File: config.mk
export PLATFORM = sky130hd
export DESIGN_NAME = mpsoc_msi_wb_master_mux
export DESIGN_NICKNAME = d
export VERILOG_FILES = /design/src/rtl/mpsoc_msi_wb_pkg.sv /design/src/rtl/mpsoc_msi_wb_watchdog.sv /design/src/rtl/mpsoc_msi_wb_master_mux.sv
export SDC_FILE = /design/constraint.sdc
export NUM_CORES = 1
export LEC_CHECK = 0
export CAP_MARGIN = 20
export CELL_PAD_IN_SITES_DETAIL_PLACEMENT = 1
export CELL_PAD_IN_SITES_GLOBAL_PLACEMENT = 2
export CORE_AREA = 2 2 235 237
export DETAILED_ROUTE_END_ITERATION = 10
export DIE_AREA = 0 0 237 239
export GPL_TIMING_DRIVEN = 0
export PLACE_DENSITY_LB_ADDON = 0.3
export SYNTH_ARGS = -nofsm -noshare
export SYNTH_HDL_FRONTEND = slang
export SYNTH_HIERARCHICAL = 1
export SYNTH_SLANG_ARGS = --single-unit
File: constraint.sdc
create_clock -name clk -period 2.4 [get_ports clk]
set_clock_uncertainty 0.1 [all_clocks]
set_input_delay 0.72 -clock clk [delete_from_list [all_inputs] [get_ports clk]]
set_output_delay 0.72 -clock clk [all_outputs]
set_load 0.05 [all_outputs]
File: src/rtl/mpsoc_msi_wb_pkg.sv
// Shared definitions for the MSI Wishbone master multiplexer.
//   state_t     : IDLE / BUSY state encoding of the mux
//   DEF_AW/DW   : default address / data widths
//   bus_field() : extracts field m (width w) from a flattened per-master bus
// Optional feature macro used by the files importing this package:
//   MPSOC_MSI_MUX_TIMEOUT_EN
package mpsoc_msi_wb_pkg;

    typedef enum logic {
        IDLE = 1'b0,
        BUSY = 1'b1
    } state_t;

    localparam int unsigned DEF_AW = 32;
    localparam int unsigned DEF_DW = 32;

    // Widest single field and widest flattened bus bus_field() can handle.
    localparam int unsigned MAX_FIELD_W = 64;
    localparam int unsigned MAX_BUS_W   = 2048;

    // Callers zero-extend the flattened bus to MAX_BUS_W and truncate the
    // result back to the field width.
    function automatic logic [MAX_FIELD_W-1:0] bus_field(
        input logic [MAX_BUS_W-1:0] bus,
        input int unsigned          m,
        input int unsigned          w
    );
        logic [MAX_BUS_W-1:0] shifted;
        shifted = bus >> (m * w);
        return shifted[MAX_FIELD_W-1:0] & ({MAX_FIELD_W{1'b1}} >> (MAX_FIELD_W - w));
    endfunction

endpackage

File: src/rtl/mpsoc_msi_wb_watchdog.sv
// Bus-hang watchdog for the MSI Wishbone master multiplexer.
//   clk, rst  : clock, synchronous active-high reset
//   clear_i   : restart the count (new grant or any slave termination)
//   enable_i  : count this cycle (strobe outstanding, no termination)
//   expire_o  : one-cycle pulse when the count reaches TIMEOUT
// Only instantiated when MPSOC_MSI_MUX_TIMEOUT_EN is defined.
module mpsoc_msi_wb_watchdog #(
    parameter int unsigned TIMEOUT = 255
) (
    input  logic clk,
    input  logic rst,
    input  logic clear_i,
    input  logic enable_i,
    output logic expire_o
);

    localparam int unsigned CW = $clog2(TIMEOUT + 1);

    logic [CW-1:0] count_q, count_d;
    logic          fired_q, fired_d;

    // fired_q keeps the counter parked at 0 after one pulse so a hung
    // slave produces a single error, not one every TIMEOUT cycles.
    assign expire_o = !fired_q && (count_q == CW'(TIMEOUT));

    always_comb begin
        count_d = count_q;
        fired_d = fired_q;
        if (clear_i) begin
            count_d = '0;
            fired_d = 1'b0;
        end else if (expire_o) begin
            count_d = '0;
            fired_d = 1'b1;
        end else if (enable_i && !fired_q) begin
            count_d = count_q + 1'b1;
        end
    end

    always_ff @(posedge clk) begin
        if (rst) begin
            count_q <= '0;
            fired_q <= 1'b0;
        end else begin
            count_q <= count_d;
            fired_q <= fired_d;
        end
    end

endmodule

File: src/rtl/mpsoc_msi_wb_master_mux.sv
// Wishbone classic master multiplexer for one MSI slave port.
// Follows the round-robin arbiter's selection, locks onto the chosen master
// for its whole CYC burst and returns ACK/ERR/RTY to that master only.
//   clk, rst          : clock, synchronous active-high reset
//   request_o         : CYC lines presented to the arbiter as requests
//   selection_i       : arbiter selection, active_i : arbiter active flag
//   wbm_*_i / wbm_*_o : flattened master side (master m at [m*W +: W])
//   wbs_*_o / wbs_*_i : single slave side
//   busy_o            : high while a master owns the slave port
// Optional: define MPSOC_MSI_MUX_TIMEOUT_EN to add a watchdog that errors
// out a transaction stalled for TIMEOUT strobed cycles.
module mpsoc_msi_wb_master_mux
    import mpsoc_msi_wb_pkg::*;
#(
    parameter int unsigned NUM_MASTERS = 6,
    parameter int unsigned AW          = DEF_AW,
    parameter int unsigned DW          = DEF_DW,
    parameter int unsigned TIMEOUT     = 255
) (
    input  logic                          clk,
    input  logic                          rst,
    output logic [NUM_MASTERS-1:0]        request_o,
    input  logic [$clog2(NUM_MASTERS)-1:0] selection_i,
    input  logic                          active_i,
    input  logic [NUM_MASTERS*AW-1:0]     wbm_adr_i,
    input  logic [NUM_MASTERS*DW-1:0]     wbm_dat_i,
    input  logic [NUM_MASTERS*DW/8-1:0]   wbm_sel_i,
    input  logic [NUM_MASTERS-1:0]        wbm_we_i,
    input  logic [NUM_MASTERS-1:0]        wbm_cyc_i,
    input  logic [NUM_MASTERS-1:0]        wbm_stb_i,
    output logic [DW-1:0]                 wbm_dat_o,
    output logic [NUM_MASTERS-1:0]        wbm_ack_o,
    output logic [NUM_MASTERS-1:0]        wbm_err_o,
    output logic [NUM_MASTERS-1:0]        wbm_rty_o,
    output logic [AW-1:0]                 wbs_adr_o,
    output logic [DW-1:0]                 wbs_dat_o,
    output logic [DW/8-1:0]               wbs_sel_o,
    output logic                          wbs_we_o,
    output logic                          wbs_cyc_o,
    output logic                          wbs_stb_o,
    input  logic [DW-1:0]                 wbs_dat_i,
    input  logic                          wbs_ack_i,
    input  logic                          wbs_err_i,
    input  logic                          wbs_rty_i,
    output logic                          busy_o
);

    localparam int unsigned SW   = $clog2(NUM_MASTERS);
    localparam int unsigned SELW = DW / 8;

    // Unpack the flattened master buses into per-master arrays.
    logic [MAX_BUS_W-1:0] adr_ext, dat_ext, sel_ext;
    logic [AW-1:0]        adr_arr [NUM_MASTERS];
    logic [DW-1:0]        dat_arr [NUM_MASTERS];
    logic [SELW-1:0]      sel_arr [NUM_MASTERS];

    assign adr_ext = MAX_BUS_W'(wbm_adr_i);
    assign dat_ext = MAX_BUS_W'(wbm_dat_i);
    assign sel_ext = MAX_BUS_W'(wbm_sel_i);

    for (genvar gi = 0; gi < NUM_MASTERS; gi++) begin : g_unpack
        assign adr_arr[gi] = AW'(bus_field(adr_ext, gi, AW));
        assign dat_arr[gi] = DW'(bus_field(dat_ext, gi, DW));
        assign sel_arr[gi] = SELW'(bus_field(sel_ext, gi, SELW));
    end

    state_t        state_q, state_d;
    logic [SW-1:0] sel_q, sel_d;
    logic          grant_hit;
    logic          wd_expire;

    assign request_o = wbm_cyc_i;
    assign wbm_dat_o = wbs_dat_i;
    assign busy_o    = (state_q == BUSY);

    // The CYC qualification rejects the stale grant the arbiter still shows
    // for one cycle after its master released the bus; out-of-range
    // selections (non power-of-two NUM_MASTERS) never grant.
    assign grant_hit = active_i
                    && (32'(selection_i) < NUM_MASTERS)
                    && wbm_cyc_i[selection_i];

`ifdef MPSOC_MSI_MUX_TIMEOUT_EN
    logic wd_clear, wd_enable;

    assign wd_clear  = ((state_q == IDLE) && grant_hit)
                    || ((state_q == BUSY) && (wbs_ack_i || wbs_err_i || wbs_rty_i));
    assign wd_enable = (state_q == BUSY) && wbm_stb_i[sel_q];

    mpsoc_msi_wb_watchdog #(
        .TIMEOUT (TIMEOUT)
    ) u_watchdog (
        .clk      (clk),
        .rst      (rst),
        .clear_i  (wd_clear),
        .enable_i (wd_enable),
        .expire_o (wd_expire)
    );
`else
    assign wd_expire = 1'b0;
`endif

    always_comb begin
        state_d = state_q;
        sel_d   = sel_q;
        case (state_q)
            IDLE: begin
                if (grant_hit) begin
                    sel_d   = selection_i;
                    state_d = BUSY;
                end
            end
            BUSY: begin
                // Arbiter changes are ignored until the owner drops CYC.
                if (!wbm_cyc_i[sel_q]) begin
                    state_d = IDLE;
                end
            end
            default: state_d = IDLE;
        endcase
    end

    // Slave side and terminations are purely a function of state/sel, so
    // terminations arriving in IDLE are dropped and a terminating ack in
    // the cycle the master drops CYC still reaches it.
    always_comb begin
        wbs_adr_o = '0;
        wbs_dat_o = '0;
        wbs_sel_o = '0;
        wbs_we_o  = 1'b0;
        wbs_cyc_o = 1'b0;
        wbs_stb_o = 1'b0;
        wbm_ack_o = '0;
        wbm_err_o = '0;
        wbm_rty_o = '0;
        if (state_q == BUSY) begin
            wbs_adr_o        = adr_arr[sel_q];
            wbs_dat_o        = dat_arr[sel_q];
            wbs_sel_o        = sel_arr[sel_q];
            wbs_we_o         = wbm_we_i[sel_q];
            wbs_cyc_o        = wbm_cyc_i[sel_q] && !wd_expire;
            wbs_stb_o        = wbm_stb_i[sel_q] && !wd_expire;
            wbm_ack_o[sel_q] = wbs_ack_i;
            wbm_err_o[sel_q] = wbs_err_i || wd_expire;
            wbm_rty_o[sel_q] = wbs_rty_i;
        end
    end

    always_ff @(posedge clk) begin
        if (rst) begin
            state_q <= IDLE;
            sel_q   <= '0;
        end else begin
            state_q <= state_d;
            sel_q   <= sel_d;
        end
    end

endmodule

* Yosys cells after proc, flatten, opt, wreduce, memory -nomap -nowiden
Cells that the tools add are included.
** Cells by class
- Magnitude comparators :: 5
- Muxes and demuxes :: 31
- Reduce and logical (&&, ||, !) cells :: 4
- Bitwise gates (word level) :: 5
** Operators by type and width (number)
- $bmux 32 s3 :: 2
- $mux 32 :: 6
- $and 6x6->6 :: 3
- $mux 6 :: 3
- $bmux 1 s3 :: 4
- $bmux 4 s3 :: 1
- $mux 4 :: 3
- $mux 1 :: 10
- $lt 3x4->1 const B :: 2
- $ge 4x4->1 const B :: 1
- $not 3->4 :: 1
- $demux 1 s3 :: 1
- $ge 3x1->1 const B :: 1
- $logic_and 1x1->1 :: 3
- $lt 3x3->1 const B :: 1
- $pmux 1 s2 :: 1
- $reduce_and 2->1 :: 1
- $not 1->1 :: 1
** Storage, ports and cells
- Output and inout bits :: 128
- Flip-flop bits (word level) :: 4
- Bits of input ports :: 467
- Logic and storage cells :: 47

* Longest topological paths before layout
Gate-level depths: netlist (run 1).
- Depth in word-level cells :: 6
- Depth in mapped cells :: 7
- Depth with buffers taken out :: 4

* Least setup slack after synthesis (run 1)
Ideal clock, no wire load.
- Kind :: reg-to-output
- From :: register sel_q[2]
- To :: output port wbs_sel_o[1]
- Path buffers :: 2
- Required time :: 1.580 ns
- Arrival time :: 2.261 ns
- Path slack :: -0.681 ns
- Cell stages (with the launch flop) :: 6
- Cells stage by stage :: dfxtp_1 nor2b_1 buf_2 clkbuf_1 a221oi_1 a211oi_1
** On the way
- Cells in the longest elaborated chain, start to end :: 5
** RTL lines
- start: declaration :: line mpsoc_msi_wb_master_mux.sv:68 : logic [SW-1:0] sel_q, sel_d;
- start signal: assignment :: line mpsoc_msi_wb_master_mux.sv:155 : sel_q <= sel_d;
- $not 3->4 (implied by the code) :: line mpsoc_msi_wb_master_mux.sv:139 : wbs_sel_o = sel_arr[sel_q];
- $bmux 4 s3 :: line mpsoc_msi_wb_master_mux.sv:139
- $mux 4 (implied by the code) (2 in series) :: line mpsoc_msi_wb_master_mux.sv:139
- $mux 4 :: line mpsoc_msi_wb_master_mux.sv:136 : if (state_q == BUSY) begin
- end: declaration :: line mpsoc_msi_wb_master_mux.sv:37 : output logic [DW/8-1:0] wbs_sel_o,
No other way between the ends. The select of a mux whose other input is x is not followed.

* Worst setup path after layout (run 1)
- From :: register sel_q[0]
- To :: output port wbs_adr_o[21]
** On the way
- Cells in the longest elaborated chain, start to end :: 5
** RTL lines
- $not 3->4 (implied by the code) :: line mpsoc_msi_wb_master_mux.sv:137 : wbs_adr_o = adr_arr[sel_q];
- $bmux 32 s3 :: line mpsoc_msi_wb_master_mux.sv:137
- $mux 32 (implied by the code) (2 in series) :: line mpsoc_msi_wb_master_mux.sv:137
- $mux 32 :: line mpsoc_msi_wb_master_mux.sv:136
- end: declaration :: line mpsoc_msi_wb_master_mux.sv:35 : output logic [AW-1:0] wbs_adr_o,
No other way between the ends. The select of a mux whose other input is x is not followed.

==> parameters.txt, run 1 <==
Parameter                              Value

Timing
  Setup WS post-layout ... -415 ps
  Tightest Pin Transition ... roughly 790 ps
  Number of hold violations in the final report ... 0
  Accumulated negative setup slack ... -25340 ps
  Minimum clock period after layout ... ~2800 ps
  Worst slew margin ... 47.5%
  Number of setup violations in the final report ... 89
  Final Cycle Share ... 117%
  Unrepaired setup endpoints after global routing ... yes
  Maximum achievable frequency ... between 300 and 400 MHz
  Total count of max-transition violations in the final report ... 0

Logic synthesis
  Share of synthesized registers carrying an async set or reset ... 0%
  Number of standard cells after synthesis ... 544
  Avg Cell Area, Syn ... ~7.3 sq um
  Post-synthesis sequential area ratio ... 2.01%
  Number of warnings printed during yosys synthesis ... 6
  Yosys cell types ... 38
  Post-synth EDFFs ... 0
  Synthesized flop and latch total ... 4
  Area leader, netlist ... a22oi_1
  Synth top cells by count ... a22oi_1, nor2_1, buf_4, mux2i_1, nand2_1
  Post-synth top flop ... dfxtp_1
  Fraction of post-synthesis cell area in the top cell type by area ... 15.5%
  Post-Syn Nets ... 1011
  Area contributors post-synth ... a22oi_1, mux2i_1, mux4_2
  Combined area of all synthesized cells ... roughly 0.004 sq mm

Status
  Violated checks ... setup timing
  Status ... finished with violations

Clock tree
  Clock Tree Buf Depth ... 2
  Clock insertion delay at the later pin of the skew report ... 230 ps
  Post-CTS Hold Buffers ... 0
  Root Buffer ... clkbuf_16
  CTS sink count ... 4
  Number of levels in the clock H-tree ... 1
  CTS Buf Count ... 3
  CTS clock-pin slew for the worst setup and hold paths ... 30 ps
  CTS tree ... built

Detailed routing
  DRC ... 0
  Post-detailed-route wirelength per cell ... approximately 26 um
  Length of the first detailed-routing pass in iterations ... 4
  Detailed-route via count ... 7328
  Antenna Nets Post-Route ... 0
  Vias per Instance ... 3.85
  Violation count after the first detailed-routing iteration ... ~170
  Final Routed Wirelength ... 49000 um

Setup path
  Critical path peak fanout ... 6
  Data required time at the worst endpoint ... 1580 ps
  Path type of the worst setup path ... reg2out
  Critical path arrival ... 2000 ps
  Critical Path Sink Type ... output pin
  Worst setup SP type ... flip-flop

Layout
  Share of layout cells above drive strength 1 ... 48.5%
  Layout-stage area growth over the synthesis result ... 267%
  Design Area, Final ... about 0.015 sq mm
  Final-stage net count ... between 1500 and 2000
  Number of fill cells ... 6111

Global route
  Total GRT Usage ... roughly 16%
  Grt peak-use layer ... met2
  Largest net degree at the start of global routing ... 11
  M1 GR Usage ... between 10% and 20%
  Met2 GRT Util ... 30.5%
  Global-route wire length before repair ... 64000 um
  Via count of the first global-routing pass ... 8110
  Met3 track utilization from global routing ... 2.78%
  Number of antenna violations at the first check in global routing ... 4
  Overflow after GRT ... 0

Power and ir drop
  Total power divided by cell area ... roughly 210 mW/mm^2
  Peak VDD IR ... about 0.00016 V
  Total leakage power ... 5.58 nW
  Pwr Total ... 3.07 mW

Placement
  Buffers added on ports ... 562
  DP HPWL ... 37900 um
  Gp weighted congestion ... 0.780
  Placement-stage cell area ... between 0.01 and 0.015 sq mm

Worst hold path
  Class of the worst hold path ... reg2reg

Die
  Vertical die dimension ... ~240 um
  Placeable core region ... 0.0543 sq mm
  Horiz. Die Dim ... 237 um
  Num ports ... between 500 and 600
  Floorplan row count ... 86
  Starting density of the core ... 7.32%
  Die area ... 0.0566 sq mm

Job
  Number of maximum-capacitance constraint violations ... 0
per-stage QoR:
stage / hold slack, ps / setup slack, ps / instances / utilization (%)
after floorplan: 689 / -147 / 544 / -
after global placement: 724 / -1710 / 1810 / 20.8
after detailed placement: 732 / -1680 / 1811 / 20.8
after CTS: 776 / -429 / 1865 / 24.6
after global routing: 839 / -478 / 1903 / 26.8
final: 766 / -415 / 1904 / 26.8
critical path: stages (launching register included):
cell and delay (ps):
dfxtp_4 340, buf_12 150, buf_12 140, buf_16 140
nor3_4 150, buf_12 160, buf_12 130, a22oi_1 90
a31oi_4 250, buf_6 200
flip-flops by register name (all words and copies together), names as in the netlist:
signal  flops
sel_q       3
busy_o      1
placed cells by master, fill, tap and decap left out, types with 6 or more instances in the layout:
cell type / Yosys / routed
dlymetal6s2s_1: 0 / 29
buf_12: 0 / 40
a21oi_2: 0 / 11
buf_4: 44 / 79
nor2_2: 0 / 16
mux2i_1: 42 / 30
buf_8: 0 / 53
buf_6: 6 / 69
mux2_4: 0 / 22
a211oi_4: 0 / 6
a22oi_1: 82 / 14
nand2_2: 0 / 8
dlygate4sd2_1: 0 / 146
a21oi_4: 0 / 9
mux2i_2: 0 / 7
clkbuf_16: 0 / 15
nor2_4: 0 / 33
mux4_2: 16 / 16
a22o_1: 27 / 26
nor2_1: 82 / 33
o31a_4: 0 / 8
a221oi_4: 0 / 10
nand2_1: 33 / 19
nor3_4: 2 / 7
buf_16: 0 / 12
clkdlybuf4s50_1: 0 / 291
clkbuf_4: 0 / 7
and3_1: 11 / 8
a22oi_2: 0 / 68
a31oi_4: 0 / 25
kinds of logic (layout without fill, tap and decap cells):
family / Yosys count / in the layout / share of synthesized area (%)
AOI/OAI and AO/OA: 206 / 206 / 38.2
buffers and inverters: 100 / 754 / 15.6
DFF: 4 / 4 / 2.01
muxes: 81 / 81 / 26.1
other: 0 / 2 / 0
and+or+nand+nor: 153 / 153 / 18.0
per-layer routing:
| layer | vias up | share of wire [%] |
|---|---|---|
| li1 | 3420 | - |
| met1 | 3566 | 42 |
| met5 | - | 0.043 |
| met2 | 310 | 52 |
| met3 | 28 | 5.1 |
| met4 | 4 | 1.0 |
worst paths after layout:
check                           depth (start not counted)       endpoint  slack [ps]     start
worst min-delay path                                    4       sel_q[0]         770    busy_o
worst max-delay path                                    9  wbs_adr_o[21]        -420  sel_q[0]
worst max register to register                         11         busy_o         400  sel_q[1]
worst min register to register                          4       sel_q[0]         770    busy_o
final cells by class:
| class | count | area, sq um | area share, % |
|---|---|---|---|
| repair buffers | 656 | 7140 | 48.9 |
| multi-input cells | 440 | 5200 | 35.6 |
| plain buffers | 91 | 1170 | 8.02 |
| well taps | 704 | 881 | 6.04 |
| flip-flops and latches | 4 | 92.6 | 0.635 |
| clock buffers | 3 | 75.1 | 0.515 |
| inverters | 4 | 25.0 | 0.172 |
| diodes | 2 | 5.00 | 0.0343 |
what timing repair did:
| action | 4_1_cts | 5_1_grt |
|---|---|---|
| pin swaps | 102 | 87 |
| setup buffers | 45 | 32 |
| gates cloned | 9 | 10 |
| setup endpoints to repair | 126 | 91 |
| resized for setup | 1129 | 164 |
power breakdown:
part / switching (mW) / leakage (nW) / internal, mW / total [mW]
Sequential: 0.00578 / 0.0353 / 0.0690 / 0.0748
Combinational: 1.29 / 5.51 / 1.45 / 2.73
Clock: 0.0479 / 0.0370 / 0.213 / 0.261
Power figures use the tool's default switching activity.
==> inputs of run 2 (changes only) <==
GPL_TIMING_DRIVEN = not set   (was 0)
==> parameters.txt, run 2 (synthesis results as in run 1) <==
Parameter                              Value

Layout
  Number of flip-flops under the largest register name ... 3
  Register with the highest flop count ... sel_q
  Antenna Diode Count ... 0
  Final-stage net count ... 1604
  Share of layout cells above drive strength 1 ... between 40 and 50%
  Utilization after layout ... 25.4%
  Layout-stage area growth over the synthesis result ... 247%
  Leading cell type in the layout, fill and taps excluded ... clkdlybuf4s50_1
  Most frequent cells in the layout ... clkdlybuf4s50_1, dlygate4sd2_1, buf_12

Power and ir drop
  Switching power summed over all nets ... 1.12 mW
  Total power divided by cell area ... about 200 mW/mm^2
  Sequential share of power ... 2.9%
  Total leakage power ... between 5 and 6 nW
  Pwr Total ... between 2 and 3 mW
  Proportion of power drawn by the clock network ... 9.7%
  Proportion of total power due to net switching ... 40.4%
  Internal cell power ... 1.65 mW
  Peak VDD IR ... 0.000149 V
  Part of the power in combinational logic ... 87.3%

Global route
  Largest net degree at the start of global routing ... 39
  Global-route wire length before repair ... 56600 um
  Number of antenna violations at the first check in global routing ... 0
  Total GRT Usage ... 13.6%
  Via count of the first global-routing pass ... around 8000
  Overflow after GRT ... 0

Detailed routing
  DRC ... 0
  Vias per Instance ... 3.82
  Length of the first detailed-routing pass in iterations ... 4
  Antenna Nets Post-Route ... 0
  Violation count after the first detailed-routing iteration ... 90
  Detailed-route via count ... approximately 7000
  Post-detailed-route wirelength per cell ... 22.4 um
  Final Routed Wirelength ... 41200 um

Setup path
  Dominant cell type by count on the critical path ... buf_12
  Worst setup SP type ... flip-flop
  Critical Path Sink Type ... output pin
  Slack of the worst reg-to-reg path ... 200 ps
  Data required time at the worst endpoint ... roughly 1600 ps
  Critical-path cell with the highest stage delay ... dfxtp_4
  Path type of the worst setup path ... reg2out
  Maximum cell stage delay along the critical path ... 420 ps
  Cells along the critical path ... buf_6 -> buf_12 -> mux2_4 -> a22oi_2 -> nor2_1 -> o31a_4 -> buf_12
  Top delay family on crit path ... compound AO/OA/AOI/OAI gates
  FF-to-FF End ... busy_o
  Worst flop-to-flop path startpoint ... sel_q[0]
  Depth of the worst register-to-register path ... 9
  Worst path buffer plus inverter count ... 3
  Critical path arrival ... 1980 ps
  Critical path peak fanout ... 5

Placement
  DP HPWL ... between 30000 and 40000 um
  Gp weighted congestion ... 0.774
  Buffers added on ports ... 530

Clock tree
  Post-CTS Hold Buffers ... 0
  CTS Buf Count ... 3
  CTS sink count ... 4
  Clock Tree Buf Depth ... 2
  Number of levels in the clock H-tree ... 1
  Root Buffer ... clkbuf_16
  CTS tree ... built
  CTS clock-pin slew for the worst setup and hold paths ... 30 ps
  Clock insertion delay at the later pin of the skew report ... 230 ps

Timing
  Unrepaired setup endpoints after global routing ... yes
  Number of hold violations in the final report ... 0
  Number of setup violations in the final report ... 83
  Setup WS post-layout ... -398 ps
  Final Cycle Share ... 117%
  Total count of max-transition violations in the final report ... 0
  Maximum achievable frequency ... 357 MHz
  Minimum clock period after layout ... around 2800 ps
  Worst slew margin ... around three fifths
  Tightest Pin Transition ... 583 ps

Die
  Starting density of the core ... under 10%
  Num ports ... 595
  Placeable core region ... 0.0543 sq mm
  Die area ... 0.0566 sq mm
  Vertical die dimension ... about 240 um
  Horiz. Die Dim ... 237 um
  Floorplan row count ... 86

Job
  Number of maximum-capacitance constraint violations ... 0

Worst hold path
  Min-Delay Endpoint ... sel_q[2]
  WHS Path Cells ... 3
  Class of the worst hold path ... reg2reg
  Origin of the worst min-delay path ... sel_q[2]

Status
  Violated checks ... setup timing
  Status ... finished with violations
run 2: layout make-up:
class / count / area (sq um)
Fill cell: 6135 / 40500
Tap cell: 704 / 881
Sequential cell: 4 / 92.6
Clock buffer: 4 / 78.8
Timing Repair Buffer: 684 / 7890
Multi-Input combinational cell: 440 / 4850
Inverter: 4 / 30.0
run 2: worst max-delay path by stage:
stage | startpoint | to | slack [ps] | cells after the start
floorplan | busy_o | wbs_dat_o[11] | -150 | 4
global placement | wbm_we_i[0] | wbs_we_o | -680 | 6
detailed placement | wbm_we_i[0] | wbs_we_o | -660 | 6
CTS | sel_q[1] | wbs_sel_o[0] | -440 | 7
global route | sel_q[1] | wbs_sel_o[0] | -480 | 7
finish | sel_q[1] | wbs_sel_o[0] | -400 | 7
run 2: power by group through the flow:
stage / combinational, mW / sequential [mW] / clock, mW
after floorplan: 1.03 / 0.0786 / 0
after global placement: 2.21 / 0.0832 / 0
after detailed placement: 2.22 / 0.0832 / 0
after CTS: 2.39 / 0.0836 / 0.274
after global routing: 2.57 / 0.0832 / 0.280
final: 2.42 / 0.0817 / 0.269
run 2: worst min-delay path: cells and delay by family, from the launching register on:
kind	cells	cell delay [ps]
buffers and inverters	1	170
AOI/OAI and AO/OA	1	60
DFF	1	400
and+or+nand+nor	1	60
run 2: metrics by stage:
step / TNS [ps] / cell area (sq um) / worst slack, ps / std cells / hold slack (ps)
after floorplan: -2040 / 4780 / -147 / 544 / 689
after global placement: -30010 / 12100 / -685 / 1785 / 490
after detailed placement: -30690 / 12100 / -661 / 1785 / 482
after CTS: -26390 / 13300 / -440 / 1823 / 649
after global routing: -30860 / 13800 / -476 / 1840 / 703
final: -23800 / 13800 / -398 / 1840 / 640
run 2: metal layers:
metal	vias up	GRT usage, %	wire length [um]
met4	0	1.23	367
li1	3281	-	-
met5	-	0	0
met2	273	26.2	22100
met3	22	2.26	2090
met1	3456	16.1	16600
run 2: repair_timing:
action                     in CTS  in global routing
pin swaps                     105                 48
resized for setup             353                 66
cloned                          5                  5
hold endpoints to repair        0                  0
setup endpoints to repair      89                 89
buffers inserted               36                 21
==> inputs of run 3 (changes only) <==
CORE_AREA = 5 5 231 233   (was 2 2 235 237)
DIE_AREA = 0 0 236 238   (was 0 0 237 239)
clock period = 2.6 ns   (was 2.4 ns; I/O delays follow)
==> parameters.txt, run 3 (synthesis results as in run 1) <==
Parameter                              Value

Detailed routing
  Detailed-route via count ... a little over 7000
  Antenna Nets Post-Route ... 0
  Post-detailed-route wirelength per cell ... 23.3 um
  DRC ... 0
  Final Routed Wirelength ... 42900 um
  Length of the first detailed-routing pass in iterations ... 4
  Vias per Instance ... 3.91
  Violation count after the first detailed-routing iteration ... around 130

Layout
  Layout-stage area growth over the synthesis result ... 243%
  Number of fill cells ... 5823
  Leading cell type in the layout, fill and taps excluded ... clkdlybuf4s50_1
  Area of the multi-input gates ... 0.00462 sq mm
  Number of flip-flops under the largest register name ... 3
  Share of layout cells above drive strength 1 ... 47.8%
  Register with the highest flop count ... sel_q
  FF+latch area ... 91.3 sq um
  Most frequent cells in the layout ... clkdlybuf4s50_1, dlygate4sd2_1, buf_12
  Non-filler cells in the finished layout ... 1836
  Final-stage net count ... between 1500 and 2000

Die
  Die area ... around 0.056 sq mm
  Placeable core region ... 0.0510 sq mm
  Starting density of the core ... 7.81%
  Horiz. Die Dim ... 236 um
  Vertical die dimension ... 238 um
  Num ports ... 595
  Floorplan row count ... between 80 and 90

Worst hold path
  Class of the worst hold path ... reg2reg
  Min-Delay Endpoint ... sel_q[0]
  WHS Path Cells ... 4
  Origin of the worst min-delay path ... sel_q[0]

Timing
  Number of setup violations in the final report ... 84
  Minimum clock period after layout ... 2860 ps
  Maximum achievable frequency ... 349 MHz
  Number of hold violations in the final report ... 0
  Final Cycle Share ... 110%
  Tightest Pin Transition ... between 600 and 700 ps
  Worst slew margin ... 55.4%
  Setup WS post-layout ... -263 ps
  WHS ... roughly 800 ps
  Total count of max-transition violations in the final report ... 0
  Accumulated negative setup slack ... -12680 ps
  Unrepaired setup endpoints after global routing ... yes

Power and ir drop
  Peak VDD IR ... 0.000137 V
  Total power divided by cell area ... 185 mW/mm^2
  Total leakage power ... 5.11 nW

Setup path
  FF-to-FF End ... busy_o
  Slack of the worst reg-to-reg path ... 540 ps
  Depth of the worst register-to-register path ... 8
  Data required time at the worst endpoint ... 1720 ps
  Worst setup SP type ... input port
  Critical path arrival ... 1980 ps
  Critical path peak fanout ... 1
  Path type of the worst setup path ... in2out
  Critical Path Sink Type ... output pin
  Worst flop-to-flop path startpoint ... sel_q[0]

Status
  Status ... finished with violations
  Violated checks ... setup timing

Clock tree
  CTS tree ... built
  Post-CTS Hold Buffers ... 0
  Root Buffer ... clkbuf_16
  Number of levels in the clock H-tree ... 1
  Clock Tree Buf Depth ... 2
  CTS clock-pin slew for the worst setup and hold paths ... roughly 30 ps
  CTS Buf Count ... 3
  Clock insertion delay at the later pin of the skew report ... 220 ps
  CTS sink count ... 4

Global route
  Total GRT Usage ... around 14%
  Number of antenna violations at the first check in global routing ... 7
  Overflow after GRT ... 0
  Global-route wire length before repair ... between 50000 and 60000 um
  Via count of the first global-routing pass ... 8286
  Largest net degree at the start of global routing ... 35

Placement
  Gp weighted congestion ... 0.846
  Placed cells ... 1757
  Buffers added on ports ... 530
  DP HPWL ... approximately 34000 um

Job
  Number of maximum-capacitance constraint violations ... 0
==> run 3: cell count changes in the layout (fill, tap and decap cells not counted), moves of 10 or more <==
cell | before | now
clkdlybuf4s15_1 | 4 | 32
nor2_2 | 18 | 39
buf_6 | 36 | 48
buf_2 | 2 | 15
nor2_4 | 30 | 8
nand2_2 | 5 | 15
clkdlybuf4s50_1 | 283 | 244
==> run 3: per-layer routing <==
layer | GRT usage (%) | part of all wire, % | up-vias
met3 | 3.77 | 7.2 | 56
met5 | 0 | 0.016 | -
met4 | 4.03 | 3.1 | 2
li1 | - | - | 3315
met1 | 15.6 | 38 | 3447
met2 | 26.4 | 51 | 366
==> run 3: per-stage QoR <==
step                      cell area [sq um]  utilization, %  total power [mW]  setup WS [ps]
after global routing                  13600            26.8              2.65           -306
after floorplan                        4360               -             0.939           -363
after detailed placement              11800            23.1              2.05           -636
after global placement                11800            23.1              2.04           -610
after CTS                             13300            26.1              2.51           -285
final                                 13600            26.8              2.52           -263
==> run 3: critical path, cell delays in order <==
cell and delay, ps:
dlygate4sd2_1 280, mux4_2 500, a21oi_4 170, nor2_4 70, buf_12 180
==> run 3: report_power, final <==
part | leakage [nW] | switching, mW | total, mW | internal [mW]
Combinational | 5.04 | 0.959 | 2.20 | 1.24
Sequential | 0.0349 | 0.00892 | 0.0724 | 0.0635
Clock | 0.0382 | 0.0441 | 0.247 | 0.203
==> run 3: area by class of cell <==
cell class              count  share of cell area (%)
multi-input cells         440                    33.9
flip-flops and latches      4                   0.669
clock buffers               4                   0.578
well taps                 680                    6.23
repair buffers            698                    58.4
diodes                      6                   0.110
inverters                   4                   0.165
==> run 3: worst max-delay path by stage <==
stage / endpoint / cells after the start / slack [ps] / start
2_1_floorplan: wbm_ack_o[2] / 5 / -360 / sel_q[0]
3_3_place_gp: wbs_dat_o[18] / 7 / -610 / wbm_dat_i[178]
3_5_place_dp: wbs_dat_o[18] / 7 / -640 / wbm_dat_i[178]
4_1_cts: wbs_adr_o[28] / 7 / -290 / sel_q[0]
5_1_grt: wbs_adr_o[28] / 7 / -310 / sel_q[0]
6_report: wbs_adr_o[28] / 5 / -260 / wbm_adr_i[156]
==> run 3: timing repair <==
action,4_1_cts,5_1_grt
gates resized for setup,461,83
endpoints found under the setup margin,86,89
buffers inserted,51,24
cloned,11,1
pin swaps,140,61
